===== config.mk =====
export PLATFORM = sky130hd
export DESIGN_NAME = instr_fetch_unit
export DESIGN_NICKNAME = d
export VERILOG_FILES = /design/src/rtl/fetch_pkg.sv /design/src/rtl/ir_field_split.sv /design/src/rtl/instr_fetch_unit.sv
export SDC_FILE = /design/constraint.sdc
export NUM_CORES = 1
export LEC_CHECK = 0
export BUFFER_PORTS_ARGS = -buffer_cell sky130_fd_sc_hd__buf_4
export CAP_MARGIN = 25
export CORE_ASPECT_RATIO = 1.4
export CORE_MARGIN = 2
export CORE_UTILIZATION = 42
export DETAILED_ROUTE_END_ITERATION = 16
export GPL_ROUTABILITY_DRIVEN = 0
export PLACE_DENSITY = 0.77
export SLEW_MARGIN = 20
export SYNTH_ARGS = -nofsm -noshare
export SYNTH_HDL_FRONTEND = slang
export SYNTH_HIERARCHICAL = 1
export SYNTH_SLANG_ARGS = --single-unit

===== constraint.sdc =====
create_clock -name clock -period 1.6 [get_ports clock]
set_input_delay 0.32 -clock clock [delete_from_list [all_inputs] [get_ports clock]]
set_output_delay 0.32 -clock clock [all_outputs]
set_load 0.1 [all_outputs]

===== src/rtl/fetch_pkg.sv =====
// Shared types and constants for the multicycle instruction fetch stage.
package fetch_pkg;

  typedef enum logic [1:0] {
    IDLE    = 2'd0,
    ISSUE   = 2'd1,
    WAIT    = 2'd2,
    CAPTURE = 2'd3
  } fetch_state_t;

  typedef struct packed {
    logic [5:0] opcode;
    logic [4:0] rs;
    logic [4:0] rt;
    logic [4:0] rd;
    logic [4:0] shamt;
    logic [5:0] funct;
  } instr_fields_t;

  localparam logic [31:0] PC_STEP   = 32'd4;
  localparam logic [5:0]  OPC_RTYPE = 6'h00;
  localparam logic [5:0]  OPC_J     = 6'h02;
  localparam logic [5:0]  OPC_BEQ   = 6'h04;

endpackage


===== src/rtl/ir_field_split.sv =====
// Combinational slicer of the instruction register into MIPS fields.
module ir_field_split
  import fetch_pkg::*;
(
  input  logic [31:0]   ir,
  output instr_fields_t fields,
  output logic [15:0]   imm16
);

  // The struct layout mirrors the R-type encoding, so a straight cast suffices.
  assign fields = instr_fields_t'(ir);
  assign imm16  = ir[15:0];

endmodule


===== src/rtl/instr_fetch_unit.sv =====
// Multicycle MIPS fetch: PC + IR registers, ISSUE/WAIT/CAPTURE sequencing of
// instruction memory; fetch_done MEM_LATENCY+1 cycles after fetch_req is sampled;
// requests arriving while busy are dropped. FETCH_ALIGN_CHECK_EN rejects misaligned pc_load.
module instr_fetch_unit
  import fetch_pkg::*;
#(
  parameter int          MEM_LATENCY = 2,
  parameter logic [31:0] PC_RESET    = 32'h0000_0000
) (
  input  logic        clock,
  input  logic        reset,
  input  logic        fetch_req,
  input  logic        pc_load,
  input  logic [31:0] pc_next,
  input  logic [31:0] mem_rdata,
  output logic [31:0] mem_addr,
  output logic        mem_rd,
  output logic        busy,
  output logic        fetch_done,
  output logic        addr_err,
  output logic [31:0] pc,
  output logic [31:0] instr,
  output logic [5:0]  opcode,
  output logic [4:0]  rs,
  output logic [4:0]  rt,
  output logic [4:0]  rd,
  output logic [4:0]  shamt,
  output logic [5:0]  funct,
  output logic [15:0] imm16
);

  localparam logic [3:0] LAT_M1 = 4'(MEM_LATENCY - 1);

  fetch_state_t  state, state_nx;
  logic [3:0]    wait_cnt;
  logic [31:0]   pc_q;
  logic [31:0]   ir_q;
  logic          load_ok;
  instr_fields_t fields;

`ifdef FETCH_ALIGN_CHECK_EN
  logic addr_err_q;

  assign load_ok = (pc_next[1:0] == 2'b00);

  always_ff @(posedge clock or negedge reset) begin
    if (!reset) begin
      addr_err_q <= 1'b0;
    end else begin
      addr_err_q <= (state == IDLE) && pc_load && !load_ok;
    end
  end

  assign addr_err = addr_err_q;
`else
  logic unused_pc_lsb;

  assign load_ok       = 1'b1;
  assign unused_pc_lsb = ^pc_next[1:0];
  assign addr_err      = 1'b0;
`endif

  always_ff @(posedge clock or negedge reset) begin
    if (!reset) begin
      state    <= IDLE;
      wait_cnt <= 4'd0;
      pc_q     <= PC_RESET;
      ir_q     <= 32'd0;
    end else begin
      state <= state_nx;
      case (state)
        IDLE:    if (pc_load && load_ok) pc_q <= {pc_next[31:2], 2'b00};
        ISSUE:   wait_cnt <= LAT_M1;
        WAIT:    wait_cnt <= wait_cnt - 4'd1;
        CAPTURE: begin
          ir_q <= mem_rdata;
          pc_q <= pc_q + PC_STEP;
        end
        default: ;
      endcase
    end
  end

  // pc_load takes priority so a following fetch uses the freshly loaded PC.
  always_comb begin
    state_nx = state;
    case (state)
      IDLE:    if (!pc_load && fetch_req) state_nx = ISSUE;
      ISSUE:   state_nx = (MEM_LATENCY > 1) ? WAIT : CAPTURE;
      WAIT:    if (wait_cnt == 4'd1) state_nx = CAPTURE;
      CAPTURE: state_nx = IDLE;
      default: state_nx = IDLE;
    endcase
  end

  assign busy       = (state != IDLE);
  assign mem_rd     = (state != IDLE);
  assign fetch_done = (state == CAPTURE);
  assign mem_addr   = pc_q;
  assign pc         = pc_q;
  assign instr      = ir_q;

  ir_field_split u_split (
    .ir     (ir_q),
    .fields (fields),
    .imm16  (imm16)
  );

  assign opcode = fields.opcode;
  assign rs     = fields.rs;
  assign rt     = fields.rt;
  assign rd     = fields.rd;
  assign shamt  = fields.shamt;
  assign funct  = fields.funct;

endmodule


### Word-level counts from Yosys, hierarchy flattened

Index checks and enable logic that the tools add are counted.
Widths: inputs -> output; s select.

* register bits: 70
* latch bits: 0
* RAM bits: 0
* memory bits (read-only): 0
* bits of input ports: 68
* output and inout bits: 148
* logic and storage cells: 27
* memories: 0

* add/subtract/negate cells: 2
* multiply operators: 0
* divide/modulo/power cells: 0
* order comparisons: 0
* equality and inequality tests: 7
* shift-type cells: 0
* multiplexer cells: 6
* bitwise logic cells: 0
* reductions and logical operators: 8

Operators with widths (number)
* $pmux 32 s2: 1
* $add 32x3->32 const B: 1
* $mux 32: 1
* $pmux 2 s4: 1
* $pmux 4 s2: 1
* $ne 2x2->1 const B: 3
* $reduce_bool 2->1: 3
* $eq 2x2->1 const B: 2
* $eq 4x1->1 const B: 1
* $mux 2: 2
* $reduce_and 2->1: 2
* $sub 4x1->4 const B: 1
* $eq 2x1->1 const B: 1
* $logic_not 2->1: 1
* $logic_and 1x1->1: 1
* $logic_not 1->1: 1

### Logic depth before layout (Yosys ltp)

* depth in word-level cells: 4
* depth in mapped cells: 7
* depth with buffers taken out: 6

### By module

Netlist, hierarchy kept.

By module, submodules not included
* instr_fetch_unit: times used 1, cells an instance 404, area each 4027.6 um^2, sequential area each 1701.6 um^2
* ir_field_split: times used 1, cells an instance 48, area each 360.3 um^2, sequential area each 0.0 um^2

### Least setup slack after synthesis

OpenSTA, ideal clock, no wires.

* path kind: reg-to-reg
* start point: register state[1]
* end point: register pc_q[31], in the netlist mem_addr[31]
* data arrival time: 2.301 ns
* data required time: 1.480 ns
* path slack: -0.821 ns
* stages on the path, launching flop included: 7
* path buffers: 3
* cells stage by stage: dfrtp_1 ha_1 buf_2 buf_2 clkbuf_1 nand3_1 o211a_1

* longest elaborated chain between the ends: 3
* elaborated cells between the ends (all ways): 6
* classes of those cells: 2 x eq/ne; 1 x mux; 3 x reduce/logical

Ends and longest elaborated chain
* start: declaration: RTL line instr_fetch_unit.sv:34 `fetch_state_t state, state_nx;`
* start signal: assignment: RTL line instr_fetch_unit.sv:70 `state <= state_nx;`
* $eq 2x2->1 (*)
* named net fetch_done: RTL line instr_fetch_unit.sv:19 `output logic fetch_done,`
* $reduce_bool 2->1 (no source line)
* $reduce_and 2->1 (no source line)
* end signal: assignment: RTL line instr_fetch_unit.sv:72 `IDLE: if (pc_load && load_ok) pc_q <= {pc_next[31:2], 2'b00};`
* end signal: assignment: RTL line instr_fetch_unit.sv:77 `pc_q <= pc_q + PC_STEP;`
* end: declaration: RTL line instr_fetch_unit.sv:36 `logic [31:0] pc_q;`

The timed path passes the listed nets; every way through them passes the cells marked *.
A chain may end at the register's enable or synchronous reset.

### Worst setup path after layout

* start point: register state[0]
* end point: output port mem_rd

* longest elaborated chain between the ends: 1

Ends and longest elaborated chain
* $reduce_bool 2->1: RTL line instr_fetch_unit.sv:97 `assign mem_rd = (state != IDLE);`
* end: declaration: RTL line instr_fetch_unit.sv:17 `output logic mem_rd,`

No other way between the ends.

==> metrics.txt <==
Fin Setup TNS -1.96 ns; I/O pin count 216; Synth warnings 6; vias in the first global route 4068; Slew Limit Fails 0; Global Route Usage Sum between 20% and 30%; final setup skew 0.00844 ns; DRT Pass-1 Iters 5; Post-DP Area 0.00598 mm2; FMAX 565 MHz; Crit Path Max Fanout 3; DR iter-0 viols 281; H-tree Lvls 3; Worst setup SP type flop; Synth cell types 57; post-synth top area share 38.8%; final worst slack -0.168 ns; syn avg cell area 9.71 um2; share of cells above drive strength 1 70.5%; HP Class input port to flop; Post-Synthesis Cells 452; status finished with violations; failing checks setup timing; Chip Width 90.4 um; Final Hold Violating Endpoints 0; Area contributors post-synth dfrtp_1 (39%), buf_4 (15%), mux2_2 (8.7%), a21oi_1 (4.1%), nand3_1 (2.6%); FF+latch count, synth 68; mapped cell area 0.00439 mm2; final antenna-violating net count 0; clock slew at reported path FFs 0.06 ns; FP Rows 44; Worst EP required 1.28 ns; Setup CP Type flop to output port; Async SR Flop Fraction 100%; total grt overflow 0; IO Port Bufs 208; average wire per standard cell ~17 um; residual DRC count 0; global-route wire length before repair a little over 20 mm; dpl cells 734; Clock Tree Root clkbuf_16; minimum clock period 1.77 ns; RSZ-0062 raised after global routing yes; Clock Sinks 68; DP HPWL 9.36 mm; vias 4167; DP Worst Slack -0.143 ns; WL final 13.3 mm; Reg2Reg Depth 9; die area 0.0113 mm2; post-synthesis sequential area ratio 38.8%; TritonCTS clock tree built; Setup crit end kind output port; post-synth top area cell dfrtp_1; Max Cap Viol 0; Post-synth EDFFs 0; Clock Latency Late Sink roughly 0.33 ns; nets@finish 697; Most used DFF post-synth dfrtp_1; Die H between 100 and 150 um; Setup violations, final 32; pin count of the biggest net entering global routing 33; antenna diode count 0; Synth top cells by count buf_4 (85), dfrtp_1 (68), a21oi_1 (36); Fill cells roughly 770; R2R Setup Slk -0.17 ns; Via density 5.45; antenna violations before repair 0; CTS Buf Count 9; Area Growth Syn to Fin 55.0%; most common cell in the netlist buf_4; fin crit share 111%; Post-Layout Cell Count between 700 and 800; Hold Path Depth 2; core box area 0.0103 mm2; CTS Buffer Depth 2; Finished Cell Area between 0.006 and 0.007 mm2; Critical Path AT 1.45 ns; initial core utilization 42.6%
[layout make-up]
cell class	count	area [um2]	share of cell area (%)
inverter	10	41.3	0.607
clock inverter	5	60.1	0.883
clock buffer	11	243	3.57
sequential	68	1820	26.7
tap	138	173	2.54
timing repair buffer	267	2210	32.5
multi-input combinational	266	2260	33.2
[kinds of logic (layout without fill, tap and decap cells)]
family          count (synthesis)  after routing  synth area share [%]
compound gates                 98             98                  14.5
fa+ha+maj                       7              7                  2.00
buf+inv                       122            293                  18.5
flops                          68             68                  38.8
mux                            37             37                  9.41
other cells                     1              5                0.0855
simple gates                  119            119                  16.7
[registers in the layout, indices dropped and copies added, names as in the netlist]
signal,flops
wait_cnt,4
mem_addr,30
instr,32
state,2
[per-stage QoR]
step	hold WS, ns	utilization (%)
floorplan	0.0244	-
global placement	0.270	58.1
detailed placement	0.271	58.1
CTS	0.209	62.4
global route	0.213	66.1
finish	0.220	66.1
[final timing paths]
| check | to | start |
|---|---|---|
| setup / recovery | mem_rd | state[0] |
| hold / removal | instr[7] | mem_rdata[7] |
| setup reg to reg | state[1] | state[0] |
| hold reg to reg | wait_cnt[3] | wait_cnt[3] |
| max in group asynchronous | mem_addr[30] | reset |
| min in group asynchronous | mem_addr[8] | reset |
[per-layer routing]
metal | wire, um | up-vias | GRT usage (%) | part of all wire, %
met4 | 325 | 0 | 9.95 | 2.4
met2 | 7180 | 195 | 37.9 | 54
met5 | 0 | - | 0 | 0
li1 | - | 1903 | - | -
met3 | 846 | 23 | 4.58 | 6.3
met1 | 4980 | 2046 | 26.6 | 37
[timing repair]
| item | in CTS | in global routing |
|---|---|---|
| endpoints found under the hold margin | 25 | 0 |
| setup buffers | 4 | 6 |
| pin swaps | 1 | 13 |
| setup endpoints to repair | 29 | 36 |
| cloned | 1 | 3 |
| gates resized for setup | 17 | 55 |
| hold buffers | 1 | 0 |
[layout by cell type, fill, tap and decap left out, types with 4 or more instances in the layout]
cell type / instances
dfrtp_1: 6
dfrtp_2: 46
inv_1: 7
mux2_4: 9
buf_6: 7
a21oi_2: 14
o21ai_0: 15
nor3_1: 4
nand4_1: 10
ha_4: 4
and3_1: 7
nand3_1: 21
a41o_1: 4
clkbuf_16: 12
dfrtp_4: 16
a21oi_1: 19
conb_1: 5
and4_1: 5
buf_12: 6
nand2_1: 26
nor2_1: 4
and3_4: 4
buf_4: 246
o22ai_1: 8
mux2_2: 25
[critical path, cell delays in order, from the launching register on]
cell        delay (ns)
dfrtp_1           0.43
inv_2             0.10
ha_4              0.15
buf_6             0.11
clkinvlp_4        0.13
buf_12            0.19
Power is left out: the tool's default activity adds up to more than one toggle a clock period on the data nets, which glitch-free logic cannot reach.
